### src/rtl/wb_lsu_master_pkg.sv
// Shared encodings for the Wishbone load/store/tag initiator: bus select
// patterns, request size codes, FSM states and a width helper.
package wb_lsu_master_pkg;

  localparam logic [3:0] WB_SEL_BYTE = 4'b0001;
  localparam logic [3:0] WB_SEL_HALF = 4'b0011;
  localparam logic [3:0] WB_SEL_WORD = 4'b1111;
  localparam logic [3:0] WB_SEL_TAG  = 4'b0101;

  localparam logic [1:0] SIZE_BYTE = 2'b00;
  localparam logic [1:0] SIZE_HALF = 2'b01;
  localparam logic [1:0] SIZE_WORD = 2'b10;
  localparam logic [1:0] SIZE_TAG  = 2'b11;

  typedef enum logic [1:0] {
    ST_IDLE = 2'd0,
    ST_BUS  = 2'd1,
    ST_GAP  = 2'd2,
    ST_ERR  = 2'd3
  } state_t;

  // Minimum bit count able to hold values 0..n-1 (at least 1).
  function automatic int log2_ceil(input int n);
    int r;
    r = 0;
    while ((1 << r) < n) r = r + 1;
    return (r == 0) ? 1 : r;
  endfunction

  function automatic logic [3:0] sel_of(input logic [1:0] size);
    case (size)
      SIZE_BYTE: return WB_SEL_BYTE;
      SIZE_HALF: return WB_SEL_HALF;
      SIZE_WORD: return WB_SEL_WORD;
      default:   return WB_SEL_TAG;
    endcase
  endfunction

endpackage

### src/rtl/wb_lsu_master_extend.sv
// Load-data extension: sign/zero extends responder data by access size.
module wb_lsu_extend
  import wb_lsu_master_pkg::*;
#(
  parameter int WB_DATA_WIDTH     = 32,
  parameter int GRANULE_TAG_WIDTH = 4
) (
  input  logic [WB_DATA_WIDTH-1:0] i_data,
  input  logic [1:0]               i_size,
  input  logic                     i_unsigned,
  output logic [WB_DATA_WIDTH-1:0] o_data
);

  logic w_sb, w_sh;
  assign w_sb = ~i_unsigned & i_data[7];
  assign w_sh = ~i_unsigned & i_data[15];

  always_comb begin
    o_data = '0;
    case (i_size)
      SIZE_BYTE: o_data = {{(WB_DATA_WIDTH-8){w_sb}}, i_data[7:0]};
      SIZE_HALF: o_data = {{(WB_DATA_WIDTH-16){w_sh}}, i_data[15:0]};
      SIZE_WORD: o_data = i_data;
      default:   o_data = {{(WB_DATA_WIDTH-GRANULE_TAG_WIDTH){1'b0}},
                           i_data[GRANULE_TAG_WIDTH-1:0]};
    endcase
  end

endmodule

### src/rtl/wb_lsu_master.sv
// Wishbone initiator for single load/store/tag requests to the tagged RAM.
// Optional bus timeout is enabled by defining WB_LSU_TIMEOUT_EN.
module wb_lsu_master
  import wb_lsu_master_pkg::*;
#(
  parameter int WB_DATA_WIDTH     = 32,
  parameter int WB_ADDR_WIDTH     = 32,
  parameter int GRANULE_TAG_WIDTH = 4,
  parameter int GAP_CYCLES        = 2,
  parameter int TIMEOUT_CYCLES    = 64
) (
  input  logic                     wb_clk_i,
  input  logic                     wb_rst_i,
  input  logic                     req_valid_i,
  output logic                     req_ready_o,
  input  logic [WB_ADDR_WIDTH-1:0] req_addr_i,
  input  logic [WB_DATA_WIDTH-1:0] req_wdata_i,
  input  logic                     req_we_i,
  input  logic [1:0]               req_size_i,
  input  logic                     req_unsigned_i,
  output logic                     rsp_valid_o,
  output logic [WB_DATA_WIDTH-1:0] rsp_rdata_o,
  output logic                     rsp_err_o,
  output logic [WB_ADDR_WIDTH-1:0] wb_addr_o,
  output logic [WB_DATA_WIDTH-1:0] wb_data_o,
  output logic [3:0]               wb_sel_o,
  output logic                     wb_we_o,
  output logic                     wb_cyc_o,
  output logic                     wb_stb_o,
  input  logic                     wb_ack_i,
  input  logic [WB_DATA_WIDTH-1:0] wb_data_i
);

  localparam int GAP_W = log2_ceil(GAP_CYCLES);

  if (WB_DATA_WIDTH != 32 || GAP_CYCLES < 2 || TIMEOUT_CYCLES < 1) begin : g_param_check
    $error("wb_lsu_master: unsupported parameter set");
  end

  state_t                   r_state;
  logic [WB_ADDR_WIDTH-1:0] r_addr;
  logic [WB_DATA_WIDTH-1:0] r_wdata;
  logic [3:0]               r_sel;
  logic                     r_we;
  logic                     r_cyc;
  logic [1:0]               r_size;
  logic                     r_uns;
  logic                     r_rsp_valid;
  logic                     r_rsp_err;
  logic [WB_DATA_WIDTH-1:0] r_rdata;
  logic [GAP_W-1:0]         r_gap;

  logic                     w_misalign;
  logic [WB_DATA_WIDTH-1:0] w_wdata;
  logic [WB_DATA_WIDTH-1:0] w_ext;

  assign w_misalign = ((req_size_i == SIZE_HALF) && req_addr_i[0]) ||
                      ((req_size_i == SIZE_WORD) && (req_addr_i[1:0] != 2'b00));
  // Sub-word data stays in the low lanes; the responder places it.
  assign w_wdata = (req_size_i == SIZE_TAG) ?
                   {{(WB_DATA_WIDTH-GRANULE_TAG_WIDTH){1'b0}}, req_wdata_i[GRANULE_TAG_WIDTH-1:0]} :
                   req_wdata_i;

  wb_lsu_extend #(
    .WB_DATA_WIDTH     (WB_DATA_WIDTH),
    .GRANULE_TAG_WIDTH (GRANULE_TAG_WIDTH)
  ) u_extend (
    .i_data     (wb_data_i),
    .i_size     (r_size),
    .i_unsigned (r_uns),
    .o_data     (w_ext)
  );

`ifdef WB_LSU_TIMEOUT_EN
  localparam int TMO_W = log2_ceil(TIMEOUT_CYCLES);
  logic [TMO_W-1:0] r_tmo;
`endif

  always_ff @(posedge wb_clk_i) begin
    if (wb_rst_i) begin
      r_state     <= ST_IDLE;
      r_addr      <= '0;
      r_wdata     <= '0;
      r_sel       <= '0;
      r_we        <= 1'b0;
      r_cyc       <= 1'b0;
      r_size      <= SIZE_BYTE;
      r_uns       <= 1'b0;
      r_rsp_valid <= 1'b0;
      r_rsp_err   <= 1'b0;
      r_rdata     <= '0;
      r_gap       <= '0;
`ifdef WB_LSU_TIMEOUT_EN
      r_tmo       <= '0;
`endif
    end else begin
      r_rsp_valid <= 1'b0;
      r_rsp_err   <= 1'b0;
      case (r_state)
        ST_IDLE: if (req_valid_i) begin
          r_size <= req_size_i;
          r_uns  <= req_unsigned_i;
          if (w_misalign) begin
            r_rsp_valid <= 1'b1;
            r_rsp_err   <= 1'b1;
            r_rdata     <= '0;
            r_state     <= ST_ERR;
          end else begin
            r_addr  <= req_addr_i;
            r_wdata <= w_wdata;
            r_sel   <= sel_of(req_size_i);
            r_we    <= req_we_i;
            r_cyc   <= 1'b1;
            r_state <= ST_BUS;
`ifdef WB_LSU_TIMEOUT_EN
            r_tmo   <= '0;
`endif
          end
        end
        ST_BUS: begin
          if (wb_ack_i) begin
            r_cyc       <= 1'b0;
            r_we        <= 1'b0;
            r_rsp_valid <= 1'b1;
            r_rdata     <= r_we ? '0 : w_ext;
            r_gap       <= GAP_W'(GAP_CYCLES - 1);
            r_state     <= ST_GAP;
          end
`ifdef WB_LSU_TIMEOUT_EN
          else if (r_tmo == TMO_W'(TIMEOUT_CYCLES - 1)) begin
            r_cyc       <= 1'b0;
            r_we        <= 1'b0;
            r_rsp_valid <= 1'b1;
            r_rsp_err   <= 1'b1;
            r_rdata     <= '0;
            r_gap       <= GAP_W'(GAP_CYCLES - 1);
            r_state     <= ST_GAP;
          end else begin
            r_tmo <= r_tmo + 1'b1;
          end
`endif
        end
        // Address/sel/data stay put so the responder's post-ack work sees them.
        ST_GAP: begin
          if (r_gap == '0) r_state <= ST_IDLE;
          else             r_gap   <= r_gap - 1'b1;
        end
        ST_ERR: r_state <= ST_IDLE;
      endcase
    end
  end

  assign req_ready_o = (r_state == ST_IDLE) && !wb_rst_i;
  assign rsp_valid_o = r_rsp_valid;
  assign rsp_err_o   = r_rsp_err;
  assign rsp_rdata_o = r_rdata;
  assign wb_addr_o   = r_addr;
  assign wb_data_o   = r_wdata;
  assign wb_sel_o    = r_sel;
  assign wb_we_o     = r_we;
  assign wb_cyc_o    = r_cyc;
  assign wb_stb_o    = r_cyc;

endmodule

### config.mk
export PLATFORM = sky130hd
export DESIGN_NAME = wb_lsu_master
export DESIGN_NICKNAME = d
export VERILOG_FILES = /design/src/rtl/wb_lsu_master_pkg.sv /design/src/rtl/wb_lsu_master_extend.sv /design/src/rtl/wb_lsu_master.sv
export SDC_FILE = /design/constraint.sdc
export NUM_CORES = 1
export LEC_CHECK = 0
export ABC_AREA = 1
export CAP_MARGIN = 20
export CORE_UTILIZATION = 39
export CTS_CLUSTER_DIAMETER = 200
export CTS_CLUSTER_SIZE = 30
export DETAILED_ROUTE_END_ITERATION = 7
export GPL_TIMING_DRIVEN = 0
export HOLD_SLACK_MARGIN = 0.1
export MAX_ROUTING_LAYER = met4
export PLACE_DENSITY = 0.79
export SYNTH_ARGS = -nofsm -noshare
export SYNTH_HDL_FRONTEND = slang
export SYNTH_HIERARCHICAL = 1
export SYNTH_SLANG_ARGS = --single-unit
### constraint.sdc
create_clock -name wb_clk_i -period 1.5 [get_ports wb_clk_i]
set_input_delay 0.3 -clock wb_clk_i [delete_from_list [all_inputs] [get_ports wb_clk_i]]
set_output_delay 0.3 -clock wb_clk_i [all_outputs]
set_load 0.005 [all_outputs]
== Yosys cells after proc, flatten, opt, wreduce, memory -nomap -nowiden ==
Index checks and enable logic that the tools add are counted.

* Register bits after elaboration: 110
* Input port bits: 104
* Logic and storage cells: 76

* Add/sub/neg operators: 1
* Equality and inequality tests: 13
* Mux-type cells: 27
* Bitwise logic cells: 5
* Reduce and logical (&&, ||, !) cells: 18

{| class="wikitable"
|+ Operator list
! cell !! number
|-
| $mux W32 || 5
|-
| $pmux W32 S3 || 1
|-
| $pmux W32 S2 || 1
|-
| $pmux W4 S3 || 1
|-
| $eq A2 B2 Y1 const B || 5
|-
| $mux W1 || 10
|-
| $ne A2 B2 Y1 const B || 5
|-
| $mux W2 || 4
|-
| $pmux W1 S2 || 4
|-
| $pmux W2 S4 || 1
|-
| $reduce_and A4 Y1 || 2
|-
| $eq A2 B1 Y1 const B || 3
|-
| $logic_not A2 Y1 || 3
|-
| $reduce_and A3 Y1 || 2
|-
| $reduce_bool A2 Y1 || 3
|-
| $reduce_and A2 Y1 || 2
|-
| $logic_and A1 B1 Y1 || 3
|-
| $not A1 Y1 || 3
|-
| $and A1 B1 Y1 || 2
|-
| $reduce_or A2 Y1 || 1
|-
| $logic_not A1 Y1 || 1
|-
| $logic_or A1 B1 Y1 || 1
|-
| $sub A1 B1 Y1 const B || 1
|}

== Longest topological paths before layout ==
Gate-level depths: netlist of run 1.

* Depth in word-level cells: 6
* Gate-level depth with buffers: 12
* Gate-level depth less buffers: 10

== Modules after synthesis ==
Netlist of run 1, hierarchy kept.

{| class="wikitable"
|+ Modules (own cells, without submodules)
! module !! times used !! cells each !! area each (µm²) !! seq. area each (µm²)
|-
| wb_lsu_master || 1 || 596 || 4494.3 || 2202.1
|-
| wb_lsu_extend || 1 || 78 || 490.5 || 0.0
|}

== Least setup slack after synthesis of run 1 ==
Ideal clock, no wire load.

* Kind: input port to flip-flop
* From: in req_size_i[0]
* To: reg r_wdata[4], in the netlist wb_data_o[4]
* Data arrival time: 1.314 ns
* Data required time: 1.372 ns
* Setup slack: 0.058 ns
* Cell stages on the path: 12
* Path buffers: 2
* Cell sequence: inv_1 -> ha_1 -> inv_2 -> nand2_1 -> nand2_2 -> nand3_4 -> inv_2 -> buf_6 -> buf_6 -> nand2_1 -> nand2_1 -> nor2_1

* Word-level cells in the longest chain between the ends: 5

{| class="wikitable"
|+ Ends and longest elaborated chain
! element !! RTL line !! RTL
|-
| start, declared || wb_lsu_master.sv:19 || <nowiki>input logic [1:0] req_size_i,</nowiki>
|-
| $eq A2 B1 Y1 or $eq A2 B2 Y1 (tied branches) || wb_lsu_master.sv:57, wb_lsu_master.sv:58 ||
|-
| $logic_and A1 B1 Y1, on equally long branches || wb_lsu_master.sv:57, wb_lsu_master.sv:58 ||
|-
| $logic_or A1 B1 Y1 || wb_lsu_master.sv:57 || <nowiki>assign w_misalign = ((req_size_i == SIZE_HALF) && req_addr_i[0]) ||</nowiki>
|-
| $not A1 Y1 (no line) || n/a ||
|-
| $reduce_and A3 Y1 (no line) || n/a ||
|-
| end signal, assigned || wb_lsu_master.sv:110 || <nowiki>r_wdata <= w_wdata;</nowiki>
|-
| end, declared || wb_lsu_master.sv:42 || <nowiki>logic [WB_DATA_WIDTH-1:0] r_wdata;</nowiki>
|}

Several ways; a longest one is shown, not always the timed one.
A chain may end at the register's enable or synchronous reset.

== Final worst setup path of run 1 ==
* From: reg r_addr[20], in the netlist wb_addr_o[20]
* To: out wb_addr_o[20]

{| class="wikitable"
|+ RTL lines
! element !! RTL line !! RTL
|-
| start, declared || wb_lsu_master.sv:41 || <nowiki>logic [WB_ADDR_WIDTH-1:0] r_addr;</nowiki>
|-
| start signal, assigned || wb_lsu_master.sv:109 || <nowiki>r_addr <= req_addr_i;</nowiki>
|-
| end, declared || wb_lsu_master.sv:24 || <nowiki>output logic [WB_ADDR_WIDTH-1:0] wb_addr_o,</nowiki>
|}

No word-level cell between the ends.

==> results of run 1 <==
[cell type report]
class / count / area [um2]
fillers: 1129 / 4550
multi-input cells: 460 / 2260
flip-flops and latches: 110 / 2230
repair buffers: 212 / 2110
plain buffers: 47 / 360
clock buffers: 14 / 254
inverters: 56 / 213
well taps: 168 / 210
clock inverters: 1 / 30.0
[stage by stage]
stage          area [um2]  hold slack (ns)  TNS [ns]
6_report             7670            0.202         0
5_1_grt              7670            0.209         0
4_1_cts              7550            0.193         0
3_5_place_dp         7240            0.454    -67.70
3_3_place_gp         7240            0.429    -63.41
2_1_floorplan        4980            0.436         0
[cell usage in the layout, fill, tap and decap left out, types with 3 or more instances in the layout]
| cell type | netlist | final |
|---|---|---|
| o21ai_0 | 6 | 6 |
| inv_2 | 6 | 5 |
| a21oi_1 | 24 | 23 |
| nand2_4 | 2 | 4 |
| dfxtp_2 | 0 | 22 |
| nand2_2 | 32 | 31 |
| o21ai_2 | 3 | 3 |
| nor2_1 | 42 | 42 |
| clkdlybuf4s50_1 | 0 | 100 |
| nand3_1 | 61 | 61 |
| buf_8 | 0 | 4 |
| buf_2 | 8 | 3 |
| nor2_2 | 3 | 3 |
| dlygate4sd2_1 | 0 | 63 |
| dlymetal6s2s_1 | 0 | 37 |
| o21ai_1 | 28 | 28 |
| clkbuf_16 | 0 | 9 |
| inv_1 | 50 | 50 |
| nand3_2 | 12 | 12 |
| buf_4 | 10 | 21 |
| clkbuf_2 | 0 | 5 |
| clkbuf_1 | 14 | 14 |
| buf_6 | 14 | 10 |
| nor2_4 | 3 | 3 |
| nand2_1 | 216 | 215 |
| dfxtp_1 | 110 | 88 |
| a21oi_2 | 20 | 21 |
[worst max-delay path by stage]
| stage | startpoint | endpoint | slack (ns) | cells past startpoint |
|---|---|---|---|---|
| 4_1_cts | wb_addr_o[30]$_SDFFE_PP0P_ | wb_addr_o[30] | 0.0001 | 1 |
| 3_3_place_gp | req_size_i[0] | wb_data_o[3]$_SDFFE_PP0P_ | -0.71 | 12 |
| 2_1_floorplan | req_size_i[0] | wb_data_o[4]$_SDFFE_PP0P_ | 0.06 | 12 |
| 6_report | wb_addr_o[20]$_SDFFE_PP0P_ | wb_addr_o[20] | 0.03 | 1 |
| 5_1_grt | wb_data_o[18]$_SDFFE_PP0P_ | wb_data_o[18] | 0.002 | 1 |
| 3_5_place_dp | req_size_i[0] | wb_data_o[3]$_SDFFE_PP0P_ | -0.76 | 12 |
[registers in the layout (all words and copies together), names as in the netlist]
signal	cells
r_state	2
wb_cyc_o	1
wb_addr_o	32
rsp_valid_o	1
wb_data_o	32
rsp_rdata_o	32
r_size	2
rsp_err_o	1
wb_sel_o	4
r_uns	1
wb_we_o	1
r_gap	1
[power groups by stage]
| stage | sequential [W] | clock (W) | combinational, W |
|---|---|---|---|
| 2_1_floorplan | 0.00329 | 0 | 0.000876 |
| 3_3_place_gp | 0.00327 | 0 | 0.00170 |
| 3_5_place_dp | 0.00328 | 0 | 0.00172 |
| 4_1_cts | 0.00322 | 0.00242 | 0.00169 |
| 5_1_grt | 0.00324 | 0.00255 | 0.00186 |
| 6_report | 0.00322 | 0.00238 | 0.00167 |
[logic make-up (layout without fill, tap and decap cells)]
kind of cell,count (synthesis),count (layout),share of synthesized area [%]
fa+ha+maj,3,3,0.753
compound gates,82,82,10.0
buf+inv,104,330,10.9
flops,110,110,44.2
simple gates,375,375,34.2
[timing repair]
item / CTS / global route
gates cloned: 1 / 0
hold endpoints to repair: 0 / 0
hold buffers: 0 / 0
setup endpoints to repair: 177 / 143
resized for setup: 97 / 55
pin swaps: 2 / 1
setup buffers: 7 / 0
[metal layers]
layer  share of wire [%]  GRT usage [%]  vias to the layer above
met5                   0              -                        -
met4                 1.6           7.62                        0
met3                 7.2           5.69                       15
met2                  48           37.8                      164
met1                  43           26.9                     2206
li1                    -              -                     2540
==> flow_metrics.tcl, run 1 <==
set metrics [dict create \
    outcome "completed" \
    placed_cells 1046 \
    nets 1003 \
    die_h_um 115 \
    wl_um 14300 \
    via_per_inst 4.61 \
    final-hold-violation-count 0 \
    max_stage_delay_ns 0.49 \
    tightest_slew_ns 0.704 \
    cellInternalPower_w 0.00529 \
    seq_power_share_pct 44.2 \
    stdcell_count 1068 \
    first_global_vias 4778 \
    path_cells "clkdlybuf4s50_1" \
    grt_pass1_wl_um 22900 \
    crit_fanout 2 \
    hold_path.class "in -> reg" \
    track_usage_pct 22.8 \
    io_buffers 204 \
    rr_endpoint "wb_addr_o[23]$_SDFFE_PP0P_" \
    peakVddDrop_v 0.000462 \
    antenna_cells 0 \
    ys_top_cells_by_count "nand2_1 (216), dfxtp_1 (110), nand3_1 (61)" \
    switchingPower_w 0.00199 \
    endpoint_kind "output port" \
    rr_worst_depth 7 \
    ant_nets 0 \
    cap_violations 0 \
    utilization_pct 62.8 \
    period_needed_ns 1.47 \
    cp.arrival_ns 1.17 \
    ff2ff_setup_slack_ns 0.14 \
    antenna_found_initial 0 \
    holdPathEnd "rsp_rdata_o[3]$_SDFFE_PP0P_" \
    ys_types 26 \
    num_vias 4925 \
    io_pins 210 \
    ys_warn_count 6 \
    cellPowerDensity_nw_per_um2 948 \
    core_um2 12200 \
    place.gp.congestion 0.808 \
    critPathKind "reg -> out" \
    setup_viol 0 \
    syn2layout_area_growth_pct 53.8 \
    max_clock_freq_mhz 679 \
    clk_pin_slew_worst_paths_ns 0.07 \
    drtIter0Drc 252 \
    fp-row-count 40 \
    synth_top_cell_by_area "dfxtp_1" \
    clock_power_share_pct 32.8 \
    yosysMostFrequentCell "nand2_1" \
    cts_buffers 9 \
    holdPathStages 3 \
    min_period_over_period_pct 98.1 \
    path_buf_inv 1 \
    ys.flop_type "dfxtp_1" \
    clockBufferDepth 2 \
    grt.overflow.total 0 \
    power_w 0.00727 \
    die-area_um2 13200 \
    numClockSinks 110 \
    synth.area.top_cells "dfxtp_1 (44%), nand2_1 (16%), nand3_1 (6.1%), nand2_2 (4.0%), inv_1 (3.8%)" \
    synth.ff_latch_count 110 \
    critPathRequiredTime_ns 1.20 \
    wl_per_cell_um 13.4 \
    skew_ns 0.00850 \
    synth-seq-area-share_pct 44.2 \
    cp_top_family "buffers and inverters" \
    slowest_stage "clkdlybuf4s50_1" \
    min_from "wb_data_i[3]" \
    swShare_pct 27.3 \
    h-tree-depth 3 \
    cts_root_buf "clkbuf_16" \
    start_kind "register" \
    synthesis.nets 781 \
    synth_top_area_share_pct 44.2 \
    synthArstFlopShare_pct 0 \
    r2r-start "r_state[1]$_SDFFE_PP0P_" \
    grt_max_degree 17 \
    final.setup.worst_slack_ns 0.0279 \
    drive_above_1_share_pct 18.2 \
    pre_cts_slack_ns -0.762 \
    synth_edf_count 0 \
    fp.dieW_um 115 \
    drv_slew 0 \
    power_leakage_nw 4.13 \
    syn_inst 674 \
    cts_tree "built" \
    first_pass_iters 4 \
    combPwrFrac_pct 23.0 \
    max_slew_margin_pct 53.1 \
    drcViolationCount 0 \
    hpwl_um 10500 \
    syn_area_um2 4980 \
    synth.avg_cell_area_um2 7.40 \
    clock_latency_ns 0.35 \
    rsz0062_at_grt "no" \
    start_util_pct 40.8 \
]
No activity file was read; power rests on OpenSTA's default activity.
==> run 2: changes to the inputs <==
--- a/config.mk
+++ b/config.mk
@@ -8,11 +8,9 @@
 export ABC_AREA = 1
 export CAP_MARGIN = 20
 export CORE_UTILIZATION = 39
-export CTS_CLUSTER_DIAMETER = 200
 export CTS_CLUSTER_SIZE = 30
 export DETAILED_ROUTE_END_ITERATION = 7
 export GPL_TIMING_DRIVEN = 0
-export HOLD_SLACK_MARGIN = 0.1
 export MAX_ROUTING_LAYER = met4
 export PLACE_DENSITY = 0.79
 export SYNTH_ARGS = -nofsm -noshare
==> results of run 2 <==
The final DEF is identical to that of run 1; final timing and power are the same.
